==> src/rtl/rps_draw_sched.sv <==
// rps_draw_sched: redraws the user or computer rock/paper/scissors panel
// into the 160x120 frame buffer. One requester is served at a time over a
// shared bitmap ROM and a single plot port. The plot side runs one cycle
// behind the ROM address to absorb the ROM read latency.
`timescale 1ns/1ps
module rps_draw_sched #(
  parameter int          PANEL_W   = 80,
  parameter int          PANEL_H   = 120,
  parameter int          SCREEN_W  = 160,
  parameter int          USER_X0   = 80,
  parameter int          COMP_X0   = 0,
  parameter logic [2:0]  FG_COLOUR = 3'b010,
  parameter logic [2:0]  USER_BG   = 3'b000,
  parameter logic [2:0]  COMP_BG   = 3'b111
) (
  input  logic        CLOCK_50,
  input  logic        reset_n,
  input  logic        req_user,
  input  logic [1:0]  choice_user,
  input  logic        req_comp,
  input  logic [1:0]  choice_comp,
  output logic [14:0] rom_addr,
  output logic [1:0]  rom_sel,
  input  logic        rom_q,
  output logic [7:0]  vga_x,
  output logic [6:0]  vga_y,
  output logic [2:0]  vga_colour,
  output logic        vga_plot,
  output logic        busy,
  output logic        done_user,
  output logic        done_comp
);

  typedef enum logic [1:0] {IDLE, DRAW, FLUSH, DONE} state_t;

  localparam logic [7:0] UX0    = 8'(USER_X0);
  localparam logic [7:0] CX0    = 8'(COMP_X0);
  localparam logic [7:0] PW     = 8'(PANEL_W);
  localparam logic [6:0] LAST_Y = 7'(PANEL_H - 1);

  state_t      state;
  logic        pend_user, pend_comp;
  logic [1:0]  choice_user_q, choice_comp_q;
  logic        last_comp;
  logic        panel_comp;
  logic [7:0]  x0, cx;
  logic [6:0]  cy;
  logic [7:0]  x_p1;
  logic [6:0]  y_p1;
  logic        vld_p1, comp_p1;
  logic        grant_user;
  logic [7:0]  grant_x0;
  logic [7:0]  x_last;

  // Frame-buffer address, computed in 16 bits and truncated to the ROM width.
  function automatic logic [14:0] pix_addr(input logic [7:0] x, input logic [6:0] y);
    logic [15:0] a;
    a = 16'(y) * 16'(SCREEN_W) + 16'(x);
    return a[14:0];
  endfunction

  // Choice 11 selects the paper bitmap, same as 10.
  function automatic logic [1:0] map_sel(input logic [1:0] c);
    return (c == 2'b11) ? 2'b10 : c;
  endfunction

  // Round-robin: with both pending, the panel not served last wins.
  assign grant_user = pend_user && (!pend_comp || last_comp);
  assign grant_x0   = grant_user ? UX0 : CX0;
  assign x_last     = x0 + PW - 8'd1;

  // Request capture, draw sequencing and the plot-side register stage.
  always_ff @(posedge CLOCK_50 or negedge reset_n) begin
    if (!reset_n) begin
      state         <= IDLE;
      pend_user     <= 1'b0;
      pend_comp     <= 1'b0;
      choice_user_q <= 2'b00;
      choice_comp_q <= 2'b00;
      last_comp     <= 1'b1;
      panel_comp    <= 1'b0;
      x0            <= 8'd0;
      cx            <= 8'd0;
      cy            <= 7'd0;
      rom_addr      <= 15'd0;
      rom_sel       <= 2'b00;
      busy          <= 1'b0;
      done_user     <= 1'b0;
      done_comp     <= 1'b0;
      x_p1          <= 8'd0;
      y_p1          <= 7'd0;
      vld_p1        <= 1'b0;
      comp_p1       <= 1'b0;
    end else begin
      vld_p1    <= 1'b0;
      done_user <= 1'b0;
      done_comp <= 1'b0;

      case (state)
        IDLE: begin
          if (pend_user || pend_comp) begin
            state      <= DRAW;
            busy       <= 1'b1;
            panel_comp <= !grant_user;
            last_comp  <= !grant_user;
            x0         <= grant_x0;
            cx         <= grant_x0;
            cy         <= 7'd0;
            rom_addr   <= pix_addr(grant_x0, 7'd0);
            rom_sel    <= map_sel(grant_user ? choice_user_q : choice_comp_q);
            if (grant_user) pend_user <= 1'b0;
            else            pend_comp <= 1'b0;
          end
        end
        DRAW: begin
          // stage p1: coordinates of the address issued this cycle
          x_p1    <= cx;
          y_p1    <= cy;
          vld_p1  <= 1'b1;
          comp_p1 <= panel_comp;
          if (cx == x_last) begin
            if (cy == LAST_Y) begin
              state <= FLUSH;
            end else begin
              cx       <= x0;
              cy       <= cy + 7'd1;
              rom_addr <= pix_addr(x0, cy + 7'd1);
            end
          end else begin
            cx       <= cx + 8'd1;
            rom_addr <= pix_addr(cx + 8'd1, cy);
          end
        end
        FLUSH: begin
          state     <= DONE;
          busy      <= 1'b0;
          done_user <= !panel_comp;
          done_comp <= panel_comp;
        end
        default: begin
          state <= IDLE;
        end
      endcase

      // New requests override any clear from a grant in the same cycle.
      if (req_user) begin
        pend_user     <= 1'b1;
        choice_user_q <= choice_user;
      end
      if (req_comp) begin
        pend_comp     <= 1'b1;
        choice_comp_q <= choice_comp;
      end
    end
  end

  assign vga_x      = x_p1;
  assign vga_y      = y_p1;
  assign vga_plot   = vld_p1;
  assign vga_colour = !vld_p1 ? 3'b000 :
                      (rom_q ? (comp_p1 ? COMP_BG : USER_BG) : FG_COLOUR);

endmodule

==> config.mk <==
export PLATFORM = sky130hd
export DESIGN_NAME = rps_draw_sched
export DESIGN_NICKNAME = d
export VERILOG_FILES = /design/src/rtl/rps_draw_sched.sv
export SDC_FILE = /design/constraint.sdc
export NUM_CORES = 1
export LEC_CHECK = 0
export CAP_MARGIN = 10
export CORE_ASPECT_RATIO = 0.7
export CORE_MARGIN = 2
export CORE_UTILIZATION = 55
export CTS_CLUSTER_SIZE = 14
export DETAILED_ROUTE_END_ITERATION = 10
export DONT_BUFFER_PORTS = 1
export PLACE_DENSITY = 0.69
export SYNTH_ARGS = -nofsm -noshare
export SYNTH_HDL_FRONTEND = slang
export SYNTH_SLANG_ARGS = --single-unit
export TNS_END_PERCENT = 30
==> constraint.sdc <==
create_clock -name CLOCK_50 -period 7.5 [get_ports CLOCK_50]
set_clock_uncertainty 0.1 [all_clocks]
set_input_delay 1.5 -clock CLOCK_50 [delete_from_list [all_inputs] [get_ports CLOCK_50]]
set_output_delay 1.5 -clock CLOCK_50 [all_outputs]
set_load 0.02 [all_outputs]
==> results.py <==
metrics = {
    "sta": {
        "tightestPinTransition_ps": 899,
        "fin_crit_sh_pct": 48.3,
        "finalSetupViolCount": 0,
        "fmax_ghz": 0.276,
        "final.setup.tns_ps": 0,
        "hold_violations": 0,
        "slew_viol_final": 0,
        "period_needed_ps": 3630,
        "relSlewSlack_pct": 40.1,
        "rsz0062_at_grt": "false",
    },
    "route": {
        "route.detailed.drc": 0,
        "ant_nets": 0,
        "drtIter0Drc": 171,
        "wl_per_cell_um": 17.1,
        "first_pass_iters": 5,
        "num_vias": 2590,
        "via_per_inst": 5.82,
        "wl_mm": 7.60,
    },
    "global_route": {
        "grt_pass1_wl_mm": 12.5,
        "overflow": 0,
        "antenna_found_initial": 0,
        "grt_max_degree": 59,
        "grt_pass1_vias": 2424,
        "grt.total_usage_pct": 22.7,
    },
    "clocking": {
        "holdBufCountCts": 0,
        "cts.htree.levels": 3,
        "cts_setup_buffers": 0,
        "cts.sinks": 58,
        "worst_skew_pair.late_latency_ps": 350,
        "numCtsBuffers": 9,
        "cts-resized-gates": 0,
        "clk_pin_slew_ps": 70,
        "tritoncts": "done",
        "cts_root_buf": "clkbuf_8",
        "cts_buffer_depth": 2,
    },
    "place": {
        "dpl_cell_area_um2": 3610,
        "globalplace.congestion": 0.907,
        "port_buffers": 0,
        "place_hpwl_mm": 5.53,
    },
    "synthesis": {
        "async_reset_ff_share_pct": 100,
        "synth_xor_area_share_pct": 6.82,
        "synth-edff-count": 0,
        "synthSimpleGateAreaFrac_pct": 15.9,
        "synthTopCellsByCount": "dfrtp_1, nand2_1, ha_1",
        "synth_compound_area_share_pct": 14.2,
        "postSynthAreaPerCell_um2": 9.83,
        "synthMuxAreaShare_pct": 6.82,
        "syn-cell-area_um2": 3600,
        "syn_nets": 406,
        "synth_area_leaders": "dfrtp_1, ha_1, mux2_2",
        "synthCells": 366,
        "yosysTopAreaCell": "dfrtp_1",
        "ys_seq_area_share_pct": 40.4,
        "ys_seq_elements": 58,
        "synthFlopType": "dfrtp_1",
        "synth_top_family_by_area": "simple AND/OR/NAND/NOR gates",
        "yosysUniqueCellTypes": 58,
        "synthAdderAreaFrac_pct": 11.4,
        "synth_most_common_cell": "dfrtp_1",
        "synth_top_area_share_pct": 39.6,
        "yosysWarningCount": 0,
    },
    "cells_and_area": {
        "stdcell_area_um2": 3820,
        "finalNetCount": 402,
        "antenna_cells": 0,
        "drive_gt1_share_pct": 12.0,
        "areaGrowthSynthToFinish_pct": 6.05,
    },
    "setup_path": {
        "crit_fanout": 2,
        "worstSetupPathType": "input pin to output port",
        "path_buf_inv": 0,
        "cp-start-kind": "input pin",
        "cp_cell_sequence": "a21boi_0",
        "cp-end-kind": "output port",
        "required_ps": 5900,
        "slowest_stage": "a21boi_0",
        "arrival_ps": 2030,
        "worst_path_largest_cell_delay_ps": 520,
        "path_delay_family": "compound AO/OA/AOI/OAI gates",
    },
    "pwr": {
        "powerDensity_nw_per_um2": 325,
        "ir_drop_mv": 0.222,
        "power_leakage_nw": 1.72,
    },
    "floorplan": {
        "die_h_um": 71.7,
        "die_area_um2": 7220,
        "die_w_um": 101,
        "io_pins": 48,
        "coreArea_um2": 6280,
        "core.rowCount": 24,
        "initial_core_util_pct": 57.3,
    },
    "run": {
        "maxCapViolCount": 0,
    },
    "min_path": {
        "holdCritPathClass": "register to register",
    },
    "run_status": {
        "run_status": "finished, final reports clean",
    },
}
[logic make-up after synthesis]
kind of cell / count (synthesis)
DFF: 58
adders and majority gates: 31
and+or+nand+nor: 113
muxes: 22
buffers and inverters: 35
xor gates and xnor gates: 28
AOI/OAI and AO/OA: 79
[layout make-up]
cell class                 instances  area [µm²]
multi-input combinational        273        1980
timing repair buffer               1        7.51
sequential                        58        1450
tap                               78        97.6
clock inverter                     4        50.0
fill                             547        2460
inverter                          19        71.3
clock buffer                      12         155
[layer usage]
layer | track usage, % | wire length [µm] | up-vias
met2 | 29.8 | 3100 | 70
met4 | 7.00 | 40 | 0
met5 | 0 | 0 | -
met3 | 6.54 | 512 | 6
met1 | 35.7 | 3940 | 1233
li1 | - | - | 1281
[sequential cells by signal (all words and copies together), names as in the netlist]
name,count
vga_plot,1
state,2
choice_comp_q,2
pend_user,1
last_comp,1
done_user,1
done_comp,1
comp_p1,1
cy,7
choice_user_q,2
cx,3
vga_x,8
panel_comp,1
pend_comp,1
rom_sel,2
vga_y,7
rom_addr,15
busy,1
x0,1
[per-stage QoR]
step / setup slack (ps) / cells / power (mW) / util [%] / hold slack (ps)
final: 3870 / 445 / 1.24 / 60.8 / 362
after global placement: 3880 / 429 / 0.929 / 57.5 / 360
after floorplan: 3910 / 366 / 0.857 / - / 333
after detailed placement: 3870 / 429 / 0.940 / 57.5 / 359
after global routing: 3760 / 445 / 1.33 / 60.8 / 383
after CTS: 3870 / 445 / 1.25 / 60.8 / 367
[final timing paths]
kind / start / endpoint / slack [ps] / cells after the start
setup / recovery: rom_q / vga_colour[1] / 3870 / 1
min in group asynchronous: reset_n / rom_addr[14] / 730 / 0
hold / removal: panel_comp / done_user / 360 / 1
max in group asynchronous: reset_n / last_comp / 6360 / 0
setup reg to reg: cy[1] / rom_addr[14] / 4010 / 11
hold reg to reg: panel_comp / done_user / 360 / 1
[report_power, final]
part	total [mW]	internal (mW)	switching, mW
Combinational	0.416	0.162	0.255
Sequential	0.521	0.392	0.129
Clock	0.304	0.171	0.133
[placed cells by master, fill, tap and decap left out, types with 3 or more instances in the layout]
cell type | Yosys | final
dfrtp_1 | 57 | 57
nand2_1 | 31 | 31
ha_1 | 28 | 28
nor2_1 | 24 | 24
xnor2_1 | 22 | 22
mux2_2 | 20 | 20
inv_1 | 19 | 19
nand3_1 | 18 | 18
a21oi_1 | 15 | 15
o21ai_0 | 15 | 15
o21ai_1 | 15 | 15
clkbuf_8 | 0 | 11
xor2_1 | 6 | 6
nor2b_1 | 5 | 5
nand2b_1 | 5 | 5
and3_1 | 4 | 4
nor3_1 | 4 | 4
and2_1 | 4 | 4
nor3b_1 | 4 | 4
a21o_1 | 3 | 3
a32o_1 | 3 | 3
fa_1 | 3 | 3
(Power assumes the default switching activity.)
